--- src/rtl/avr_uart_tx_pkg.sv ---
// Shared types and constants for the FPGA-to-AVR serial transmitter.
// The PARITY state exists in the enum always; it is only reachable with AVR_UART_TX_PARITY_EN.
package avr_uart_pkg;

  typedef enum logic [2:0] {
    IDLE   = 3'd0,
    START  = 3'd1,
    DATA   = 3'd2,
    PARITY = 3'd3,
    STOP   = 3'd4
  } state_t;

  localparam int   DATA_BITS           = 8;
  localparam logic IDLE_LEVEL          = 1'b1;
  localparam int   DEFAULT_CLK_PER_BIT = 100;

endpackage

--- src/rtl/avr_uart_tx_if.sv ---
// Byte request channel into avr_uart_tx.
// Handshake: a byte is taken on a clk edge where new_data == 1 and busy == 0;
// new_data while busy == 1 is dropped, never queued. data matters only on that edge.
interface avr_uart_tx_if;
  logic [7:0] data;
  logic       new_data;
  logic       busy;

  modport master (output data, output new_data, input busy);
  modport slave  (input data, input new_data, output busy);
endinterface

--- src/rtl/avr_uart_tx_bit_timer.sv ---
// Bit-period timer: counts 0..CLK_PER_BIT-1 and pulses tick on the last count.
// clear holds the count at zero; the count wraps after every tick.
module uart_bit_timer #(
  parameter int CLK_PER_BIT = 100
) (
  input  logic clk,
  input  logic rst,
  input  logic clear,
  output logic tick
);

  localparam int CTR_SIZE = (CLK_PER_BIT > 1) ? $clog2(CLK_PER_BIT) : 1;
  localparam logic [CTR_SIZE-1:0] LAST = CTR_SIZE'(CLK_PER_BIT - 1);

  logic [CTR_SIZE-1:0] count;

  always_ff @(posedge clk or posedge rst) begin
    if (rst) begin
      count <= '0;
    end else if (clear || tick) begin
      count <= '0;
    end else begin
      count <= count + CTR_SIZE'(1);
    end
  end

  assign tick = (count == LAST);

endmodule

--- src/rtl/avr_uart_tx.sv ---
// 8N1 LSB-first serial transmitter toward the AVR, gated by the AVR's busy line.
// Define AVR_UART_TX_PARITY_EN to add an even-parity bit between data and stop.
module avr_uart_tx
  import avr_uart_pkg::*;
#(
  parameter int CLK_PER_BIT = DEFAULT_CLK_PER_BIT
) (
  input  logic            clk,
  input  logic            rst,
  avr_uart_tx_if.slave    req,
  input  logic            block,
  output logic            tx,
  output state_t          state_dbg
);

  localparam int IDX_W = $clog2(DATA_BITS);
  localparam logic [IDX_W-1:0] LAST_IDX = IDX_W'(DATA_BITS - 1);

  state_t                 state, state_d;
  logic [IDX_W-1:0]       idx, idx_d;
  logic [DATA_BITS-1:0]   shift, shift_d;
  logic                   tx_q, tx_d;
  logic                   block_q;
  logic                   tick;

  uart_bit_timer #(.CLK_PER_BIT(CLK_PER_BIT)) u_timer (
    .clk   (clk),
    .rst   (rst),
    .clear (state == IDLE),
    .tick  (tick)
  );

  // block_q resets high so nothing is accepted until block has been sampled once.
  always_ff @(posedge clk or posedge rst) begin
    if (rst) begin
      state   <= IDLE;
      idx     <= '0;
      shift   <= '0;
      tx_q    <= IDLE_LEVEL;
      block_q <= 1'b1;
    end else begin
      state   <= state_d;
      idx     <= idx_d;
      shift   <= shift_d;
      tx_q    <= tx_d;
      block_q <= block;
    end
  end

  always_comb begin
    state_d = state;
    idx_d   = idx;
    shift_d = shift;
    unique case (state)
      IDLE: begin
        if (req.new_data && !block_q) begin
          state_d = START;
          shift_d = req.data;
        end
      end
      START: begin
        if (tick) begin
          state_d = DATA;
          idx_d   = '0;
        end
      end
      DATA: begin
        if (tick) begin
          if (idx == LAST_IDX) begin
`ifdef AVR_UART_TX_PARITY_EN
            state_d = PARITY;
`else
            state_d = STOP;
`endif
          end else begin
            idx_d = idx + IDX_W'(1);
          end
        end
      end
      PARITY: begin
        if (tick) state_d = STOP;
      end
      STOP: begin
        if (tick) state_d = IDLE;
      end
      default: state_d = IDLE;
    endcase
  end

  // tx is registered from the next state so the line changes on the same edge as the state.
  always_comb begin
    tx_d = IDLE_LEVEL;
    unique case (state_d)
      START:   tx_d = 1'b0;
      DATA:    tx_d = shift_d[idx_d];
`ifdef AVR_UART_TX_PARITY_EN
      PARITY:  tx_d = ^shift_d;
`endif
      default: tx_d = IDLE_LEVEL;
    endcase
  end

  assign tx        = tx_q;
  assign req.busy  = (state != IDLE) || block_q;
  assign state_dbg = state;

endmodule

--- src/flat_wrapper.sv ---
// flat-port wrapper written by rule: the top's interface ports become plain ports
module avr_uart_tx_flat import avr_uart_pkg::*;
#(
  parameter int CLK_PER_BIT = DEFAULT_CLK_PER_BIT
)
  (clk, rst, block, tx, state_dbg, req_data, req_new_data, req_busy);
  avr_uart_tx_if req_i ();
  input  logic clk;
  input  logic rst;
  input  logic block;
  output logic tx;
  output state_t state_dbg;
  input wire logic [$bits(req_i.data)-1:0] req_data;
  input wire logic [$bits(req_i.new_data)-1:0] req_new_data;
  output wire logic [$bits(req_i.busy)-1:0] req_busy;
  assign req_i.data = req_data;
  assign req_i.new_data = req_new_data;
  assign req_busy = req_i.busy;
  avr_uart_tx #(.CLK_PER_BIT(CLK_PER_BIT)) u_core (.clk(clk), .rst(rst), .req(req_i), .block(block), .tx(tx), .state_dbg(state_dbg));
endmodule
--- config.mk ---
export PLATFORM = sky130hd
export DESIGN_NAME = avr_uart_tx_flat
export DESIGN_NICKNAME = d
export VERILOG_FILES = /design/src/rtl/avr_uart_tx_pkg.sv /design/src/rtl/avr_uart_tx_if.sv /design/src/rtl/avr_uart_tx_bit_timer.sv /design/src/rtl/avr_uart_tx.sv /design/src/flat_wrapper.sv
export SDC_FILE = /design/constraint.sdc
export NUM_CORES = 1
export LEC_CHECK = 0
export CORE_MARGIN = 2
export CORE_UTILIZATION = 57
export CTS_CLUSTER_DIAMETER = 150
export CTS_CLUSTER_SIZE = 24
export DETAILED_ROUTE_END_ITERATION = 8
export HOLD_SLACK_MARGIN = 0.02
export PLACE_DENSITY = 0.81
export SETUP_SLACK_MARGIN = 0.2
export SYNTH_ARGS = -nofsm -noshare
export SYNTH_HDL_FRONTEND = slang
export SYNTH_SLANG_ARGS = --single-unit
--- constraint.sdc ---
create_clock -name clk -period 3.39 [get_ports clk]
set_input_delay 1.017 -clock clk [delete_from_list [all_inputs] [get_ports clk]]
set_output_delay 1.017 -clock clk [all_outputs]
set_load 0.02 [all_outputs]
Yosys cells after proc, flatten, opt, wreduce, memory -nomap -nowiden
Cells that the tools add are included.
{ "word_totals": {"ff_bits": 23, "inputBits": 12, "wordCells": 40} }
{ "classes": {"addsub": 2, "n_lt_le_gt_ge": 1, "n_reduce_logical": 6, "eq_ne": 8, "muxes": 17} }
{ "ops": {"columns": ["cell", "n"], "rows": [
  ["$mux 3", 9],
  ["$mux 8", 2],
  ["$pmux 3 s5", 1],
  ["$eq 3x2->1 const B", 3],
  ["$add 7x1->7 const B", 1],
  ["$eq 7x7->1 const B", 1],
  ["$mux 7", 1],
  ["$eq 3x1->1 const B", 2],
  ["$eq 3x3->1 const B", 2],
  ["$pmux 3 s2", 1],
  ["$lt 3x4->1 const B", 1],
  ["$add 3x1->3 const B", 1],
  ["$bmux 1 s3", 1],
  ["$logic_not 3->1", 1],
  ["$reduce_bool 3->1", 1],
  ["$logic_or 1x1->1", 2],
  ["$pmux 1 s2", 1],
  ["$logic_and 1x1->1", 1],
  ["$logic_not 1->1", 1],
  ["$mux 1", 1]
]} }

Depth between registers and ports, before layout
Gate-level depths: netlist of run 1.
{ "depth": {"word_depth": 7, "ltp_mapped": 10, "ltp_nobuf": 9} }

Modules after synthesis
Synthesis of run 1 repeated with hierarchy kept, for this count alone.
{ "unflattened": {"cells_unflattened": 118, "area_unflattened_um2": 1293.7} }
{ "modules_own_cells": {"columns": ["module", "seq_area_each_um2", "n_inst", "cells_per_inst", "area_each_um2"], "rows": [
  ["avr_uart_tx", 402.9, 1, 85, 945.9],
  ["uart_bit_timer", 175.2, 1, 33, 347.8]
]} }

Worst setup path before layout of run 1
OpenSTA, ideal clock, no wires.
{ "synth_timing": {"path_kind": "register -> output", "startpoint": "register u_core.state[1] (netlist: u_core.state_dbg[1])", "endpoint": "output port req_busy", "slack_ns": 1.172, "arrival_time_ns": 1.201, "path_stages_with_launch": 2, "t_required_ns": 2.373, "cell_sequence": "dfrtp_1 > or4_1"} }
{ "synth_via": {"elab_chain_cells": 2} }
{ "synth_lines": {"columns": ["item", "line_no", "text"], "rows": [
  ["start: declaration", "avr_uart_tx.sv:19", "state_t state, state_d;"],
  ["start signal: assignment", "avr_uart_tx.sv:42", "state <= state_d;"],
  ["$reduce_bool 3->1", "avr_uart_tx.sv:104", "assign req.busy = (state != IDLE) || block_q;"],
  ["$logic_or 1x1->1", "avr_uart_tx.sv:104", null],
  ["end: declaration", "flat_wrapper.sv:15", "output wire logic [$bits(req_i.busy)-1:0] req_busy;"]
]} }
No other way between the ends.

Worst setup path in the final report of run 1
Ends and elaborated chain as after synthesis.

==> results.md, run 1 <==
- Status: completed
- Via Count: 809
- Max-cap violations: 0
- Dpl ws: 0.595 ns
- CP max stage delay: 0.56 ns
- CP max stage cell: or4_1
- Vias/cell: 5.47
- Synth cell types: 43
- Area occupied by registers: 578 um2
- Synth Register Bits: 23
- Fmax: 340 MHz
- Initial core utilization: 60.9%
- CORE AREA: 1960 um2
- Relative slew slack: 43.0%
- Min setup slack post-route: 0.447 ns
- Vias in the first global route: 789
- Layout fillers: 172
- Warnings from Yosys: 0
- Setup TNS: 0 ns
- Final critical-path share of the clock period: 86.8%
- Routability cong.: 0.859
- Clock Latency Late Sink: 0.30 ns
- Worst Path Max Fanout: 9
- CTS root buf: clkbuf_4
- Starting DRT DRC Count: 9
- DP HPWL: 1590 um
- Clk_skew: 0.00281 ns
- Die W: 49.8 um
- First-pass GRT wire length: 3690 um
- Post-synth top cells: dfrtp_1, nor2_1, mux2_2, nand2_1
- VDD IR max: 0.228 mV
- Leak: 0.634 nW
- Buf/Inv on CP: 1
- Final hold vios: 0
- Mapped Cells: 102
- Synth-to-Final Area Change: 17.9%
- Placed Instance Area: 1380 um2
- Total grt overflow: 0
- Endpoints failing setup: 0
- Number of flops mapped to enable cells by yosys: 0
- Clk pwr share: 29.3%
- Clock Pin Slew Worst Setup and Hold Paths: 0.12 ns
- Count leader, synth: dfrtp_1
- CTS Buf Count: 3
- Sw Ratio: 20.5%
- Syn_area_per_cell: 11.7 um2
- CP arrival: 1.93 ns
- Crit start category: flip-flop
- GRT Overall Usage: 19.8%
- Post-CTS Hold Buffers: 0
- Detail Route Antenna Nets: 0
- Pwr per Cell Area: 296 nW/um2
- Worst path top cell family by delay: simple AND/OR/NAND/NOR gates
- Tot Pwr: 417 uW
- # diodes: 0
- Die area: 2480 um2
- Row cnt: 16
- Top cells by area, synth: dfrtp_1, mux2_2, dfstp_2
- CTS tree: done
- Post-synth top area share: 44.0%
- CTS sink cnt: 23
- Combinational power share: 4.5%
- Post-synth top area cell: dfrtp_1
- DRC: 0
- Multi-input logic area: 587 um2
- Final slew viol count: 0
- Worst path cell trace: or4_1 > clkdlybuf4s50_1
- Initial antenna violation count: 0
- Top Ports: 17
- Critical path class: flip-flop to primary output
- Drt total wl: 2110 um
- Setup Buffers After CTS: 0
- Mapped Nets: 116
- Crit path time final: 2.94 ns
- Most used flip-flop cell after synthesis: dfrtp_1
- Unrepaired setup endpoints after global routing: false
- Cell internal pwr: 331 uW
- Crit path required time: 2.37 ns
- Tightest Pin Transition: 0.855 ns
- CP endpoint kind: primary output
- Die height: 49.8 um
- H-tree depth: 1
- Largest net degree at the start of global routing: 24
- DRT Pass-1 Iters: 4
- Sequential power share: 66.2%
- Async set-reset flop share out of synthesis: 100%
- Final nets: 136
- Clock tree buffer depth: 2
- Register area share after synthesis: 48.4%
- Mapped Area: 1190 um2
- Share of post-route cells with drive strength above 1: 24.0%
- Post-CTS sizing: 0
- Design Area, Final: 1410 um2
- Net Sw Power: 85.5 uW
- Hold crit path type: flip-flop to flip-flop
- Port Buf Inserts: 16
- DR WL/cell: 14.2 um
## worst reg2reg max path, delay by kind of cell (launching register included)
kind            cells  cell delay [ns]
compound gates      4             0.91
flops               1             0.44
mux                 1             0.33
fa+ha+maj           1             0.26
simple gates        1             0.18
## through the flow
step                      hold WS [ns]  instances  utilization [%]
after CTS                        0.499        148             71.8
after floorplan                  0.455        102                -
after global placement           0.472        144             70.4
final                            0.494        148             71.8
after global routing             0.534        148             71.8
after detailed placement         0.482        144             70.4
## final timing paths
kind,from,end,slack [ns],depth (start not counted)
setup / recovery,u_core.state_dbg[1],req_busy,0.45,2
hold / removal,u_core.u_timer.count[0],u_core.u_timer.count[0],0.49,1
setup reg to reg,u_core.idx[0],u_core.tx,1.21,7
hold reg to reg,u_core.u_timer.count[0],u_core.u_timer.count[0],0.49,1
max in group asynchronous,rst,u_core.u_timer.count[4],1.69,2
min in group asynchronous,rst,u_core.idx[2],1.17,2
## layout by cell type, fill, tap and decap left out, types with 3 or more instances in the layout
cell	n
inv_1	3
xnor2_1	3
dfrtp_1	21
mux2_4	3
nand2_1	6
a21oi_1	4
nand3_1	4
mux2i_1	3
mux2_2	6
nor2_1	9
inv_2	3
clkdlybuf4s50_1	16
clkbuf_4	3
## per-layer routing
| metal | wire, um | vias to the layer above | track usage (%) | part of all wire [%] |
|---|---|---|---|---|
| met5 | 0 | - | 0 | 0 |
| met3 | 50 | 2 | 1.82 | 2.4 |
| li1 | - | 401 | - | - |
| met4 | 14 | 0 | 8.33 | 0.66 |
| met1 | 968 | 396 | 29.0 | 46 |
| met2 | 1070 | 10 | 30.2 | 51 |
## state kept, by name, indices dropped and copies added, names as in the netlist
signal and count:
u_core.shift 8, u_core.state_dbg 3, u_core.idx 3, u_core.tx 1, u_core.u_timer.count 7, u_core.block_q 1
## cell type report
| class | instances | area share, % |
|---|---|---|
| Inverter | 6 | 1.60 |
| Multi-Input combinational cell | 72 | 41.7 |
| Tap cell | 27 | 2.40 |
| Clock inverter | 1 | 0.355 |
| Sequential cell | 23 | 41.0 |
| Timing Repair Buffer | 16 | 11.4 |
| Clock buffer | 3 | 1.60 |
## power by group through the flow
stage	Combinational, mW	Sequential, mW	Clock [mW]
detailed placement	0.0192	0.281	0
floorplan	0.00472	0.281	0
finish	0.0186	0.276	0.122
CTS	0.0192	0.276	0.129
global placement	0.0186	0.281	0
global route	0.0211	0.276	0.141
## kinds of logic after synthesis
family,share of synthesized area (%)
AND/OR/NAND/NOR,18.1
buffers and inverters,2.51
flip-flops,48.4
adder cells (fa/ha/maj),2.09
multiplexers,11.9
XOR/XNOR,3.67
AO/OA/AOI/OAI,13.3
Note: power is estimated with default switching activity, not from simulation.
==> run 2, diff against run 1 <==
--- a/config.mk
+++ b/config.mk
@@ -6,12 +6,12 @@
 export NUM_CORES = 1
 export LEC_CHECK = 0
 export CORE_MARGIN = 2
-export CORE_UTILIZATION = 57
+export CORE_UTILIZATION = 47
 export CTS_CLUSTER_DIAMETER = 150
 export CTS_CLUSTER_SIZE = 24
 export DETAILED_ROUTE_END_ITERATION = 8
 export HOLD_SLACK_MARGIN = 0.02
-export PLACE_DENSITY = 0.81
+export PLACE_DENSITY = 0.71
 export SETUP_SLACK_MARGIN = 0.2
 export SYNTH_ARGS = -nofsm -noshare
 export SYNTH_HDL_FRONTEND = slang
==> constraint.sdc (replaced) <==
create_clock -name clk -period 2.7 [get_ports clk]
set_input_delay 0.81 -clock clk [delete_from_list [all_inputs] [get_ports clk]]
set_output_delay 0.81 -clock clk [all_outputs]
set_load 0.02 [all_outputs]
==> run 2 against run 1 <==
Worst hold slack gained 0.014 ns. Largest cell class unchanged. Clock skew is 0.0086 ns higher. Routed wire length increased by 9.1%. First-iteration DRC count rose to 3.4 times the previous value. Non-clock buffer count rose by 4. Sequential power increased by 25%. Final cell count grew 4.7%. Sequential cell count did not move. Global-route usage is 0.26 points lower. Critical path depth unchanged. Utilization shrank 13 points.
==> results.md, run 2 (synthesis gave the netlist of run 1 again) <==
- Starting DRT DRC Count: 31
- Detail Route Antenna Nets: 0
- Max FFs per register: 8
- First-pass GRT wire length: 4100 um
- Die area: 2960 um2
- Initial antenna violation count: 0
- Total grt overflow: 0
- DR WL/cell: 14.8 um
- Clock Pin Slew Worst Setup and Hold Paths: 0.13 ns
- Sw Ratio: 21.3%
- CTS tree: done
- Net Sw Power: 113 uW
- Pwr per Cell Area: 367 nW/um2
- # diodes: 0
- Largest net degree at the start of global routing: 24
- DP HPWL: 1700 um
- Synth-to-Final Area Change: 20.6%
- Buf/Inv on CP: 1
- CTS root buf: clkbuf_4
- Relative slew slack: 75.2%
- Drt total wl: 2300 um
- CTS sink cnt: 23
- Placed Instance Area: 1420 um2
- Crit path time final: 2.38 ns
- Via Count: 858
- Clk pwr share: 30.0%
- Vias/cell: 5.54
- CTS Buf Count: 3
- Worst r2r src: u_core.idx[0]
- Final slew viol count: 0
- Crit start category: flip-flop
- Commonest cells after routing, fill and taps aside: dfrtp_1, clkdlybuf4s50_1, nor2_1
- CP endpoint kind: primary output
- Fmax: 420 MHz
- Sequential power share: 65.4%
- CP Depth: 2
- Crit Reg-Reg Endpoint: u_core.tx
- Tot Pwr: 530 uW
- Reg2Reg Setup Slack: 0.50 ns
- Worst Setup EP: req_busy
- Tightest Pin Transition: 0.370 ns
- Crit path required time: 1.89 ns
- Port Buf Inserts: 16
- Worst Path Max Fanout: 2
- CP arrival: 1.57 ns
- Routability cong.: 0.810
- Setup TNS: 0 ns
- Critical Path Start: u_core.state_dbg[1]
- Hold wc startpoint: u_core.u_timer.count[0]
- Die W: 54.4 um
- Die height: 54.4 um
- Leak: 0.652 nW
- Initial core utilization: 49.1%
- CP max stage cell: or4_1
- Cell internal pwr: 417 uW
- Clock tree buffer depth: 2
- Share of post-route cells with drive strength above 1: 26.4%
- Vias in the first global route: 883
- R2r worst-path depth: 7
- Row cnt: 18
- Most flops, register: u_core.shift
- CORE AREA: 2430 um2
- Critical path class: flip-flop to primary output
- Combinational power share: 4.6%
- Design Area, Final: 1440 um2
- Most common cell after layout, fill and taps aside: dfrtp_1
- Final nets: 140
- Clock Latency Late Sink: 0.31 ns
- Clk_skew: 0.0115 ns
- VDD IR max: 0.274 mV
- Final hold vios: 0
- Worst path cell trace: or4_1 > dlygate4sd2_1
- Layout fillers: 214
- Setup Buffers After CTS: 0
- Endpoints failing setup: 0
- Max-cap violations: 0
- CP max stage delay: 0.53 ns
- DRC: 0
- Status: completed
- Worst path top cell family by delay: simple AND/OR/NAND/NOR gates
- Unrepaired setup endpoints after global routing: false
- DRT Pass-1 Iters: 5
- Top Ports: 17
- Hold crit path type: flip-flop to flip-flop
- GRT Overall Usage: 19.6%
- Final critical-path share of the clock period: 88.2%
- H-tree depth: 1
- Largest registers: u_core.shift: 8 flops, u_core.u_timer.count: 7 flops
-- run 2: changes by cell type in the layout (fill, tap and decap cells not counted) --
cell | before | now
dlygate4sd2_1 | 0 | 1
clkdlybuf4s50_1 | 16 | 15
buf_4 | 0 | 4
-- run 2: power by group through the flow --
stage               registers [mW]  clock network [mW]  logic, mW
detailed placement           0.353                   0     0.0254
CTS                          0.346               0.167     0.0254
finish                       0.346               0.159     0.0245
global route                 0.347               0.178     0.0272
floorplan                    0.353                   0    0.00592
global placement             0.353                   0     0.0250
-- run 2: layer usage --
metal | routed length [um] | vias to the layer above | global-route usage (%)
met1 | 1120 | 437 | 28.1
met3 | 53 | 0 | 3.28
met4 | 0 | 0 | 6.25
li1 | - | 407 | -
met5 | 0 | - | 0
met2 | 1120 | 14 | 30.1
-- run 2: final cells by class --
class	count	area (um2)	area share [%]
multi-input combinational	72	587	40.7
sequential	23	578	40.1
timing repair buffer	20	189	13.1
tap	30	37.5	2.60
clock buffer	3	22.5	1.56
inverter	6	22.5	1.56
clock inverter	1	5.00	0.347
-- run 2: worst min-delay path by stage --
stage,slack [ns],to,cells after the start
2_1_floorplan,0.45,u_core.u_timer.count[0],1
3_3_place_gp,0.48,u_core.u_timer.count[0],1
3_5_place_dp,0.49,u_core.shift[5],1
4_1_cts,0.51,u_core.u_timer.count[0],1
5_1_grt,0.53,u_core.shift[1],1
6_report,0.51,u_core.u_timer.count[0],1
-- run 2: stage by stage --
stage / setup slack, ns / instances / utilization (%) / hold slack [ns]
floorplan: 0.689 / 102 / - / 0.455
global placement: 0.138 / 151 / 58.2 / 0.475
detailed placement: 0.111 / 151 / 58.2 / 0.487
CTS: 0.298 / 155 / 59.3 / 0.509
global route: 0.235 / 155 / 59.3 / 0.529
finish: 0.319 / 155 / 59.3 / 0.507
-- run 2: worst reg2reg max path, cell delays in order (launching register included) --
cell and delay (ns):
dfrtp_1 0.44, ha_1 0.27, a21oi_1 0.30, nand3_1 0.17
o21ai_4 0.28, mux2_4 0.34, a211oi_2 0.23, a31oi_1 0.11
-- run 2: timing repair --
| item | CTS | global route |
|---|---|---|
| setup endpoints to repair | 1 | 0 |
| gates resized for setup | 1 | 0 |
| hold buffers | 0 | 0 |
==> run 3, diff against run 2 <==
--- a/config.mk
+++ b/config.mk
@@ -5,13 +5,14 @@
 export SDC_FILE = /design/constraint.sdc
 export NUM_CORES = 1
 export LEC_CHECK = 0
+export ABC_AREA = 1
 export CORE_MARGIN = 2
-export CORE_UTILIZATION = 47
+export CORE_UTILIZATION = 48
 export CTS_CLUSTER_DIAMETER = 150
 export CTS_CLUSTER_SIZE = 24
 export DETAILED_ROUTE_END_ITERATION = 8
 export HOLD_SLACK_MARGIN = 0.02
-export PLACE_DENSITY = 0.71
+export PLACE_DENSITY = 0.72
 export SETUP_SLACK_MARGIN = 0.2
 export SYNTH_ARGS = -nofsm -noshare
 export SYNTH_HDL_FRONTEND = slang
==> run 3 against run 2 <==
Worst hold slack lost 0.033 ns. Via count is 18% higher. Maximum frequency is 5.5% higher. Critical path depth down 1. Combinational power rose by 2%. Cell area is 2.5% higher. Register-to-register slack improved by 0.46 ns. Clock power decreased by 3%. Power is 0.78% lower. Synthesized cell count up 53%. Final cell count increased by 32%. Utilization up 0.39 points. Highest routed layer is now met4.
==> results.md, run 3 <==
- Final critical-path share of the clock period: 83.6%
- Warnings from Yosys: 0
- Mapped Area: 1260 um2
- Vias/cell: 4.95
- CP max stage cell: clkdlybuf4s50_1
- Post-synth top cells: inv_1, nand2_1, dfrtp_1
- Area occupied by registers: 578 um2
- Routability cong.: 0.856
- CTS sink cnt: 23
- Synth Register Bits: 23
- CTS Buf Count: 3
- Max FFs per register: 8
- First-pass GRT wire length: 3990 um
- Top cells by area, synth: dfrtp_1, inv_1, nand2_1
- Setup TNS: 0 ns
- Vias in the first global route: 1,013
- Tightest Pin Transition: 0.488 ns
- Post-synthesis mux area share: 0%
- CTS tree: done
- Unrepaired setup endpoints after global routing: false
- Drt total wl: 2250 um
- Post-CTS Hold Buffers: 0
- Most used flip-flop cell after synthesis: dfrtp_1
- Final hold vios: 0
- Max-cap violations: 0
- Async set-reset flop share out of synthesis: 100%
- Number of flops mapped to enable cells by yosys: 0
- Register area share after synthesis: 45.7%
- Crit path required time: 1.89 ns
- Count leader, synth: inv_1
- Worst path cell trace: clkdlybuf4s50_1
- Most flops, register: u_core.shift
- H-tree depth: 1
- CORE AREA: 2480 um2
- Critical path class: flip-flop to primary output
- Post-synth top area cell: dfrtp_1
- Synth Area in XOR/XNOR: 0%
- Total grt overflow: 0
- R2r worst-path depth: 11
- Most Crowded Layer GR: met2
- # diodes: 0
- GR Layer Usage met3: 2.11%
- Worst r2r src: u_core.u_timer.count[0]
- Synth Area in Compound Gates: 9.99%
- DR WL/cell: 11.0 um
- Die height: 55.3 um
- Starting DRT DRC Count: 21
- Detail Route Antenna Nets: 0
- Crit Reg-Reg Endpoint: u_core.tx
- Row cnt: 18
- Commonest cells after routing, fill and taps aside: inv_1, nand2_1, dfrtp_1
- GRT met2 Usage: 30.3%
- Crit start category: flip-flop
- Pwr per Cell Area: 356 nW/um2
- Initial antenna violation count: 0
- Relative slew slack: 67.2%
- Min setup slack post-route: 0.444 ns
- Leak: 0.707 nW
- Worst Path Max Fanout: 1
- Largest net degree at the start of global routing: 24
- Largest family of logic cells by synthesized area: simple AND/OR/NAND/NOR gates
- DRT Pass-1 Iters: 2
- Mapped Cells: 156
- DP HPWL: 1780 um
- Largest registers: u_core.shift: 8 flops, u_core.u_timer.count: 7 flops
- Most common cell after layout, fill and taps aside: inv_1
- Status: completed
- Synth cell types: 24
- Port Buf Inserts: 16
- Worst path top cell family by delay: buffers and inverters
- Share of post-route cells with drive strength above 1: 15.4%
- Reg2Reg Setup Slack: 0.96 ns
- Worst Hold Depth: 1
- Endpoints failing setup: 0
- Post-synthesis simple-gate area fraction: 30.2%
- Clk_skew: 0.00341 ns
- Via Count: 1,015
- Hold wc startpoint: u_core.u_timer.count[0]
- Final slew viol count: 0
- Hold EP: u_core.u_timer.count[0]
- Dpl ws: 0.438 ns
- VDD IR max: 0.265 mV
- Clock Pin Slew Worst Setup and Hold Paths: 0.12 ns
- GRT met1 Usage: 17.7%
- Post-synth top area share: 41.5%
- Clock Latency Late Sink: 0.30 ns
- DRC: 0
- Layout fillers: 237
- Synth-to-Final Area Change: 16.8%
- Crit path time final: 2.26 ns
- Fmax: 443 MHz
- Buf/Inv on CP: 1
- CP max stage delay: 0.60 ns
- Final nets: 190
- Mapped Nets: 170
- Clock tree buffer depth: 2
- Die W: 55.3 um
- Top Ports: 17
- Hold crit path type: flip-flop to flip-flop
- GRT Overall Usage: 15.9%
- Die area: 3060 um2
- CTS root buf: clkbuf_4
- Multi-input logic area: 533 um2
- Initial core utilization: 51.1%
- CP arrival: 1.45 ns
- CP endpoint kind: primary output
- Syn_area_per_cell: 8.11 um2
- Synth Area in Adders: 1.98%
==> run 3: cell count changes in the layout (fill, tap and decap cells not counted), sizes merged, moves of 9 or more <==
cell   previous run  this run
nand3             5        20
mux2              9         0
o21ai             5        16
inv               6        35
nand2             7        32
==> run 3: cell type report <==
cell class	instances	area share [%]
Clock buffer	3	1.52
Sequential cell	23	39.1
Timing Repair Buffer	17	11.5
Tap cell	30	2.54
Multi-Input combinational cell	96	36.1
Inverter	35	8.89
Clock inverter	1	0.339
==> run 3: routing by layer <==
metal,wire (um),up-vias,part of all wire [%]
met3,50,2,2.2
met4,15,0,0.67
li1,-,529,-
met1,987,474,44
met5,0,-,0
met2,1200,10,53
==> run 3: worst max path at each step <==
stage                              from         to  slack, ns  cells past startpoint
floorplan           u_core.state_dbg[0]   req_busy       0.98                      4
global placement           req_new_data  u_core.tx       0.52                      8
detailed placement         req_new_data  u_core.tx       0.44                      8
CTS                 u_core.state_dbg[0]   req_busy       0.23                      5
global route                  u_core.tx         tx       0.40                      1
finish                        u_core.tx         tx       0.44                      1
==> run 3: cell families (layout without fill, tap and decap cells) <==
family	after synthesis	after routing
adder cells (fa/ha/maj)	2	2
AO/OA/AOI/OAI	22	22
flip-flops	23	23
buffers and inverters	37	56
AND/OR/NAND/NOR	72	72
==> run 3: report_power, final <==
| group | switching [mW] | leakage (nW) | internal, mW |
|---|---|---|---|
| Combinational | 0.00990 | 0.436 | 0.0150 |
| Sequential | 0.000184 | 0.253 | 0.346 |
| Clock | 0.0994 | 0.0177 | 0.0551 |
| Total | 0.110 | 0.707 | 0.416 |
==> run 3: worst register-to-register path, delay by kind of cell (launching register included) <==
family | cells | cell delay (ns)
and+or+nand+nor | 9 | 1.02
buffers and inverters | 1 | 0.08
adders and majority gates | 1 | 0.21
DFF | 1 | 0.39
==> run 3: per-stage QoR <==
stage	hold WS, ns	utilization (%)	cells	instance area (um2)	power (mW)
after floorplan	0.433	-	156	1260	0.358
after global placement	0.451	58.4	201	1450	0.378
after detailed placement	0.458	58.4	201	1450	0.378
after CTS	0.476	59.5	205	1480	0.536
after global routing	0.505	59.6	205	1480	0.552
final	0.475	59.6	205	1480	0.525
==> run 3: repair_timing <==
| action | in CTS | in global routing |
|---|---|---|
| buffers inserted | 0 | 0 |
| endpoints found under the setup margin | 0 | 1 |
| resized for setup | 0 | 1 |
